**src/rtl/ikaopm_slotgen.sv**
```systemverilog
// OPM-style slot generator: phi1 derivation from phiM, slot counter, programmable slot decode and SH strobes.
// Optional feature: define IKAOPM_SLOTGEN_FRAME_CNT_EN to add the o_FRAME_CNT frame counter output.
module ikaopm_slotgen #(
  parameter int SLOTS    = 32,
  parameter int SH_DELAY = 5,
  parameter int NDEC     = 4,
  localparam int CW      = $clog2(SLOTS)
) (
  input  logic            i_EMUCLK,
  input  logic            i_IC,
  input  logic            i_phiM_PCEN_n,
  input  logic            i_RESYNC,
  input  logic            i_CFG_WR,
  input  logic [2:0]      i_CFG_ADDR,
  input  logic [2*CW-1:0] i_CFG_DATA,
  output logic            o_CFG_ACK,
  output logic            o_phi1,
  output logic            o_phi1_PCEN_n,
  output logic            o_phi1_NCEN_n,
  output logic [CW-1:0]   o_SLOT,
  output logic [NDEC-1:0] o_DEC,
  output logic            o_SH1,
`ifdef IKAOPM_SLOTGEN_FRAME_CNT_EN
  output logic [15:0]     o_FRAME_CNT,
`endif
  output logic            o_SH2
);

  logic phi1p_q, phi1n_q;
  logic ncen;

  assign ncen = ~(phi1n_q | i_phiM_PCEN_n);

  always_ff @(posedge i_EMUCLK or posedge i_IC) begin
    if (i_IC) begin
      phi1p_q <= 1'b1;
      phi1n_q <= 1'b1;
    end else if (!i_phiM_PCEN_n) begin
      phi1p_q <= ~phi1p_q;
      phi1n_q <= phi1p_q;
    end
  end

  logic [CW-1:0] cntr_q, cntr_d;
  logic          wrap;
  logic          run_q, run_d;

  // Only a natural wrap counts as a frame boundary; a resync never does.
  assign wrap  = ncen & ~i_RESYNC & (cntr_q == CW'(SLOTS - 1));
  assign run_d = run_q | wrap;

  always_comb begin
    cntr_d = cntr_q;
    if (ncen) cntr_d = i_RESYNC ? '0 : cntr_q + CW'(1);
  end

  logic [CW-1:0]   mask_q [NDEC];
  logic [CW-1:0]   val_q  [NDEC];
  logic [NDEC-1:0] dec_d, dec_q;
  logic            ack_q;

  always_ff @(posedge i_EMUCLK or posedge i_IC) begin
    if (i_IC) begin
      for (int k = 0; k < NDEC; k++) begin
        mask_q[k] <= '1;
        val_q[k]  <= CW'((8 * k) % SLOTS);
      end
    end else if (ncen && i_CFG_WR) begin
      // Addresses with no matching entry fall through: acked, data dropped.
      for (int k = 0; k < NDEC; k++) begin
        if (i_CFG_ADDR == 3'(k)) begin
          mask_q[k] <= i_CFG_DATA[2*CW-1:CW];
          val_q[k]  <= i_CFG_DATA[CW-1:0];
        end
      end
    end
  end

  always_comb begin
    dec_d = '0;
    for (int k = 0; k < NDEC; k++)
      dec_d[k] = ((cntr_q & mask_q[k]) == (val_q[k] & mask_q[k]));
  end

  logic sh1_raw, sh2_raw, sh1_tap, sh2_tap;
  logic sh1_q, sh2_q;

  assign sh1_raw = (cntr_q[CW-1:CW-2] == 2'b01);
  assign sh2_raw = (cntr_q[CW-1:CW-2] == 2'b11);

  generate
    if (SH_DELAY == 0) begin : g_sh_direct
      assign sh1_tap = sh1_raw;
      assign sh2_tap = sh2_raw;
    end else begin : g_sh_pipe
      logic [SH_DELAY-1:0] sh1_pipe_q, sh2_pipe_q;
      always_ff @(posedge i_EMUCLK or posedge i_IC) begin
        if (i_IC) begin
          sh1_pipe_q <= '0;
          sh2_pipe_q <= '0;
        end else if (ncen) begin
          sh1_pipe_q[0] <= sh1_raw;
          sh2_pipe_q[0] <= sh2_raw;
          for (int i = 1; i < SH_DELAY; i++) begin
            sh1_pipe_q[i] <= sh1_pipe_q[i-1];
            sh2_pipe_q[i] <= sh2_pipe_q[i-1];
          end
        end
      end
      assign sh1_tap = sh1_pipe_q[SH_DELAY-1];
      assign sh2_tap = sh2_pipe_q[SH_DELAY-1];
    end
  endgenerate

  always_ff @(posedge i_EMUCLK or posedge i_IC) begin
    if (i_IC) begin
      cntr_q <= '0;
      run_q  <= 1'b0;
      dec_q  <= '0;
      sh1_q  <= 1'b0;
      sh2_q  <= 1'b0;
      ack_q  <= 1'b0;
    end else begin
      cntr_q <= cntr_d;
      run_q  <= run_d;
      ack_q  <= ncen & i_CFG_WR;
      if (ncen) begin
        dec_q <= dec_d;
        sh1_q <= sh1_tap & run_d;
        sh2_q <= sh2_tap & run_d;
      end
    end
  end

`ifdef IKAOPM_SLOTGEN_FRAME_CNT_EN
  logic [15:0] frame_q;
  always_ff @(posedge i_EMUCLK or posedge i_IC) begin
    if (i_IC)      frame_q <= 16'd0;
    else if (wrap) frame_q <= frame_q + 16'd1;
  end
  assign o_FRAME_CNT = frame_q;
`endif

  assign o_phi1        = phi1p_q;
  assign o_phi1_PCEN_n = phi1p_q | i_phiM_PCEN_n;
  assign o_phi1_NCEN_n = phi1n_q | i_phiM_PCEN_n;
  assign o_SLOT        = cntr_q;
  assign o_DEC         = dec_q;
  assign o_SH1         = sh1_q;
  assign o_SH2         = sh2_q;
  assign o_CFG_ACK     = ack_q;

endmodule

```
**config.mk**
```make
export PLATFORM = sky130hd
export DESIGN_NAME = ikaopm_slotgen
export DESIGN_NICKNAME = d
export VERILOG_FILES = /design/src/rtl/ikaopm_slotgen.sv
export SDC_FILE = /design/constraint.sdc
export NUM_CORES = 1
export LEC_CHECK = 0
export BUFFER_PORTS_ARGS = -buffer_cell sky130_fd_sc_hd__buf_2
export CAP_MARGIN = 25
export CORE_ASPECT_RATIO = 0.9
export CORE_UTILIZATION = 41
export CTS_CLUSTER_DIAMETER = 200
export DETAILED_ROUTE_END_ITERATION = 16
export GPL_TIMING_DRIVEN = 0
export PLACE_DENSITY = 0.57
export SYNTH_ARGS = -nofsm -noshare
export SYNTH_HDL_FRONTEND = slang
export SYNTH_SLANG_ARGS = --single-unit
```
**constraint.sdc**
```tcl
create_clock -name i_EMUCLK -period 2 [get_ports i_EMUCLK]
set_clock_uncertainty 0.05 [all_clocks]
set_input_delay 0.1 -clock i_EMUCLK [delete_from_list [all_inputs] [get_ports i_EMUCLK]]
set_output_delay 0.1 -clock i_EMUCLK [all_outputs]
set_load 0.01 [all_outputs]
```
Word level (Yosys, flattened, before mapping) --
Cells that the tools add are included.
Operators by class: add/sub/neg operators 1, eq/ne operators 10, multiplexer cells 1, bitwise operators 19, reduce and logical (&&, ||, !) cells 6
Operators with widths (count):
- 5-bit bitwise AND | 8
- 5-bit == test | 4
- 2-bit AND reduction | 4
- 3-bit by 2-bit == test with 1-bit output (second input constant) | 2
- 5-bit by 1-bit adder with 5-bit output (second input constant) | 1
- 1-bit bitwise AND | 5
- 5-bit == test (second input constant) | 1
- 5-bit 2-to-1 mux | 1
- 3-bit by 1-bit == test with 1-bit output (second input constant) | 1
- 3-bit logical NOT | 1
- 1-bit inverter | 3
- 1-bit OR | 3
- 2-bit by 1-bit == test with 1-bit output (second input constant) | 1
- 2-bit == test (second input constant) | 1
- 1-bit logical AND | 1
Word-level totals: bits in registers 65, input bits 18

Depth between registers and ports, before layout --
depth in word-level cells 6, depth in mapped cells 7

Worst setup path before layout --
No wires, ideal clock.
path type flip-flop to flip-flop, from register phi1n_q, to register val_q[0] (netlist bit), data arrival time 1.372 ns, setup slack 0.453 ns, cell stages (with the launch flop) 5, buffers on the path 1, path through dfstp_2 -> nor4b_4 -> and3_2 -> buf_6 -> mux2_2
Between the ends: word-level cells in the longest chain between the ends 4
Ends and longest elaborated chain:
- from (decl) | line 29 | logic phi1p_q, phi1n_q;
- from (signal assigned) | line 40 | phi1n_q <= phi1p_q;
- 1-bit OR | line 32 | assign ncen = ~(phi1n_q | i_phiM_PCEN_n);
- 1-bit inverter | line 32
- 1-bit logical AND | line 68 | end else if (ncen && i_CFG_WR) begin
- 2-bit AND reduction (no line)
- to (signal, indexed assignment) | line 66 | val_q[k] <= CW'((8 * k) % SLOTS);
- to (signal, indexed assignment) | line 73 | val_q[k] <= i_CFG_DATA[CW-1:0];
- to (decl) | line 58 | logic [CW-1:0] val_q [NDEC];
No other way between the ends. A chain may end at the register's enable or synchronous reset.

Worst setup path in the final report --
from input port i_phiM_PCEN_n, to output port o_phi1_NCEN_n
Between the ends: word-level cells in the longest chain between the ends 1
Ends and longest elaborated chain:
- from (decl) | line 11 | input logic i_phiM_PCEN_n,
- 1-bit OR | line 146 | assign o_phi1_NCEN_n = phi1n_q | i_phiM_PCEN_n;
- to (decl) | line 19 | output logic o_phi1_NCEN_n,
No other way between the ends.

==> impl_metrics.json <==
{
  "critPathKind": "primary input to output pin",
  "place_area_um2": 3230,
  "cp.required_ns": 1.85,
  "postCtsSetupBuffers": 0,
  "numCtsBuffers": 9,
  "finalSetupViolCount": 0,
  "drtIter0Drc": 84,
  "status": "completed",
  "arrival_ns": 1.72,
  "cts_sinks": 65,
  "synth-seq-area-share_pct": 56.5,
  "switching_share_pct": 30.7,
  "core_um2": 6760,
  "p_leak_nw": 1.75,
  "stdcell_count": 370,
  "synth_nets": 242,
  "crit_fanout": 11,
  "max-clock-path-buffers": 2,
  "maxSlewViolCount": 0,
  "ios": 33,
  "yosysUniqueCellTypes": 31,
  "tritoncts": "done",
  "ys.warnings.count": 0,
  "power_switching_mw": 1.53,
  "slew_headroom_pct": 47.4,
  "drcViolationCount": 0,
  "gp_congestion": 0.696,
  "root_buffer": "clkbuf_8",
  "first_global_vias": 1807,
  "grt_overflow_total": 0,
  "internal_power_mw": 3.45,
  "synth_area_per_cell_um2": 13.2,
  "min_period_ns": 1.87,
  "drt_wl_total_um": 5760,
  "synthCells": 222,
  "endpoint_kind": "output pin",
  "pwr-share-comb_pct": 30.4,
  "vias": 1815,
  "vdd_ir_drop_max_v": 0.000760,
  "nFillCells": 606,
  "area_delta_synth_final_pct": 20.2,
  "antenna_found_initial": 0,
  "tightest_slew_ns": 0.788,
  "r2r_end": "o_DEC[1]",
  "r2r_setup_slack_ns": 0.23,
  "detail_route.wl_per_cell_um": 15.6,
  "hp-start": "i_CFG_DATA[5]",
  "pwr_density_cell_nw_per_um2": 1410,
  "dieArea_um2": 7510,
  "rows": 28,
  "htreeDepth": 3,
  "hold_violations": 0,
  "n_antenna_cell": 0,
  "ant_nets": 0,
  "clockPowerShare_pct": 22.8,
  "synth.cell_area_um2": 2940,
  "final_area_um2": 3530,
  "worstSkewPairLatency_ns": 0.34,
  "grt_pass1_wl_um": 9530,
  "hold_class": "primary input to flip-flop",
  "whs_endpoint": "mask_q[5]",
  "fmax_mhz": 534,
  "viasPerCell": 4.91,
  "first_pass_iters": 6,
  "dieHeight_um": 82.3,
  "grt_max_degree": 37,
  "timing.hold.ws_ns": 0.0182,
  "cap_violations": 0,
  "period_share_pct": 93.7,
  "holdPathStages": 2,
  "port_buffers": 31,
  "cp-start-kind": "primary input",
  "rsz0062_at_grt": "false",
  "seqPwrFrac_pct": 46.8,
  "worstRegToRegCells": 4,
  "initial_utilization_pct": 43.4,
  "hpwl_um": 3900,
  "nets": 295,
  "ys_seq_elements": 65,
  "drive_gt1_share_pct": 44.3,
  "timing.rr.start": "o_SLOT[0]",
  "clk_pin_slew_ns": 0.07,
  "dpl.cell_count": 344,
  "grt.total_usage_pct": 17.5,
  "fp.dieW_um": 91.2
}
## per-stage QoR
| step | setup TNS (ns) | utilization (%) | total power, mW | setup slack [ns] |
|---|---|---|---|---|
| after floorplan | 0 | - | 3.39 | 0.267 |
| after global placement | -25.19 | 47.4 | 3.81 | -0.636 |
| after detailed placement | 0 | 47.7 | 3.85 | 0.257 |
| after CTS | 0 | 52.3 | 5.03 | 0.0245 |
| after global routing | 0 | 52.2 | 5.30 | 0.0175 |
| final | 0 | 52.2 | 4.97 | 0.126 |
## state kept, by name, summed over array words and instances (netlist names)
signal,flops
o_SH1,1
g_sh_pipe.sh1_pipe_q,5
o_phi1,1
o_SLOT,5
run_q,1
o_CFG_ACK,1
val_q,20
o_SH2,1
g_sh_pipe.sh2_pipe_q,5
phi1n_q,1
mask_q,20
o_DEC,4
## timing repair
item,4_1_cts,5_1_grt
hold buffers,11,0
gates resized for setup,0,1
setup endpoints to repair,0,1
hold endpoints to repair,57,0
## synth_stat cells (all sizes together)
library cell	count	area, um^2
a21o	2	15.0
mux2i	2	20.0
and3	2	13.8
or2	1	6.26
nor3	3	15.0
xor2	20	175
nor4b	1	23.8
a22o	4	35.0
inv	2	7.50
a221oi	4	35.0
and2	1	6.26
dfrtp	39	976
dfstp	26	683
mux2	41	537
xnor2	1	8.76
nor2	3	11.3
o21ai	6	30.0
nor2b	1	6.26
nand2b	1	6.26
nand3b	4	30.0
buf	6	55.1
ha	2	25.0
nand3	1	5.00
a222oi	4	40.0
nand2	38	145
clkbuf	7	26.3
## area by class of cell
type / count / area [um^2] / area share [%]
buffer: 12 / 78.8 / 2.23
clock buffer: 13 / 159 / 4.50
clock inverter: 3 / 40.0 / 1.13
inverter: 2 / 7.51 / 0.213
multi-input combinational: 142 / 1190 / 33.7
sequential: 65 / 1660 / 47.0
tap: 90 / 113 / 3.19
timing repair buffer: 43 / 285 / 8.08
## cells in the final DEF, fill, tap and decap left out
master / count
a21o_1: 2
a221oi_1: 4
a222oi_1: 4
a22o_1: 4
and2_1: 1
and3_1: 1
and3_2: 1
buf_12: 1
buf_2: 31
buf_6: 4
bufinv_16: 1
clkbuf_1: 9
clkbuf_4: 1
clkbuf_8: 11
clkinv_2: 2
dfrtp_1: 39
dfstp_2: 26
dlygate4sd3_1: 11
ha_1: 2
inv_2: 2
mux2_2: 21
mux2_4: 20
mux2i_1: 2
nand2_1: 37
nand2_2: 1
nand2b_1: 1
nand3_1: 1
nand3b_1: 4
nor2_1: 3
nor2b_1: 1
nor3_1: 3
nor4b_4: 1
o21ai_0: 6
or2_2: 1
xnor2_1: 1
xor2_1: 20
## metal layers
| layer | global-route usage [%] | part of all wire [%] |
|---|---|---|
| met5 | 0 | 0 |
| met4 | 5.71 | 1.1 |
| met3 | 5.49 | 3.1 |
| met2 | 26.1 | 43 |
| met1 | 24.4 | 52 |
## how the worst max path moves through the flow
| stage | slack, ns | from | to |
|---|---|---|---|
| finish | 0.13 | i_phiM_PCEN_n | o_phi1_NCEN_n |
| global route | 0.02 | i_phiM_PCEN_n | o_phi1_NCEN_n |
| CTS | 0.02 | phi1n_q | o_phi1_NCEN_n |
| detailed placement | 0.26 | o_SLOT[3] | o_DEC[0] |
| global placement | -0.64 | i_IC | val_q[11] |
| floorplan | 0.27 | i_IC | g_sh_pipe.sh1_pipe_q[0] |
## logic make-up (layout without fill, tap and decap cells)
logic type,count (synthesis),in the layout,share of synthesized area [%]
buf+inv,15,73,3.02
simple gates,56,56,9.16
flops,65,65,56.5
mux,43,43,19.0
fa+ha+maj,2,2,0.852
compound gates,20,20,5.28
xor+xnor,21,21,6.26
## power groups by stage
stage | logic [mW] | registers (mW) | clock network (mW)
floorplan | 1.09 | 2.30 | 0
global placement | 1.49 | 2.33 | 0
detailed placement | 1.51 | 2.34 | 0
CTS | 1.53 | 2.33 | 1.17
global route | 1.67 | 2.40 | 1.23
finish | 1.51 | 2.33 | 1.13
## worst max-delay path, stage by stage
cell           delay, ns
dlygate4sd3_1       0.55
buf_6               0.14
nor2_1              0.33
inv_2               0.21
clkbuf_4            0.24
buf_2               0.15
(Power assumes the default switching activity.)
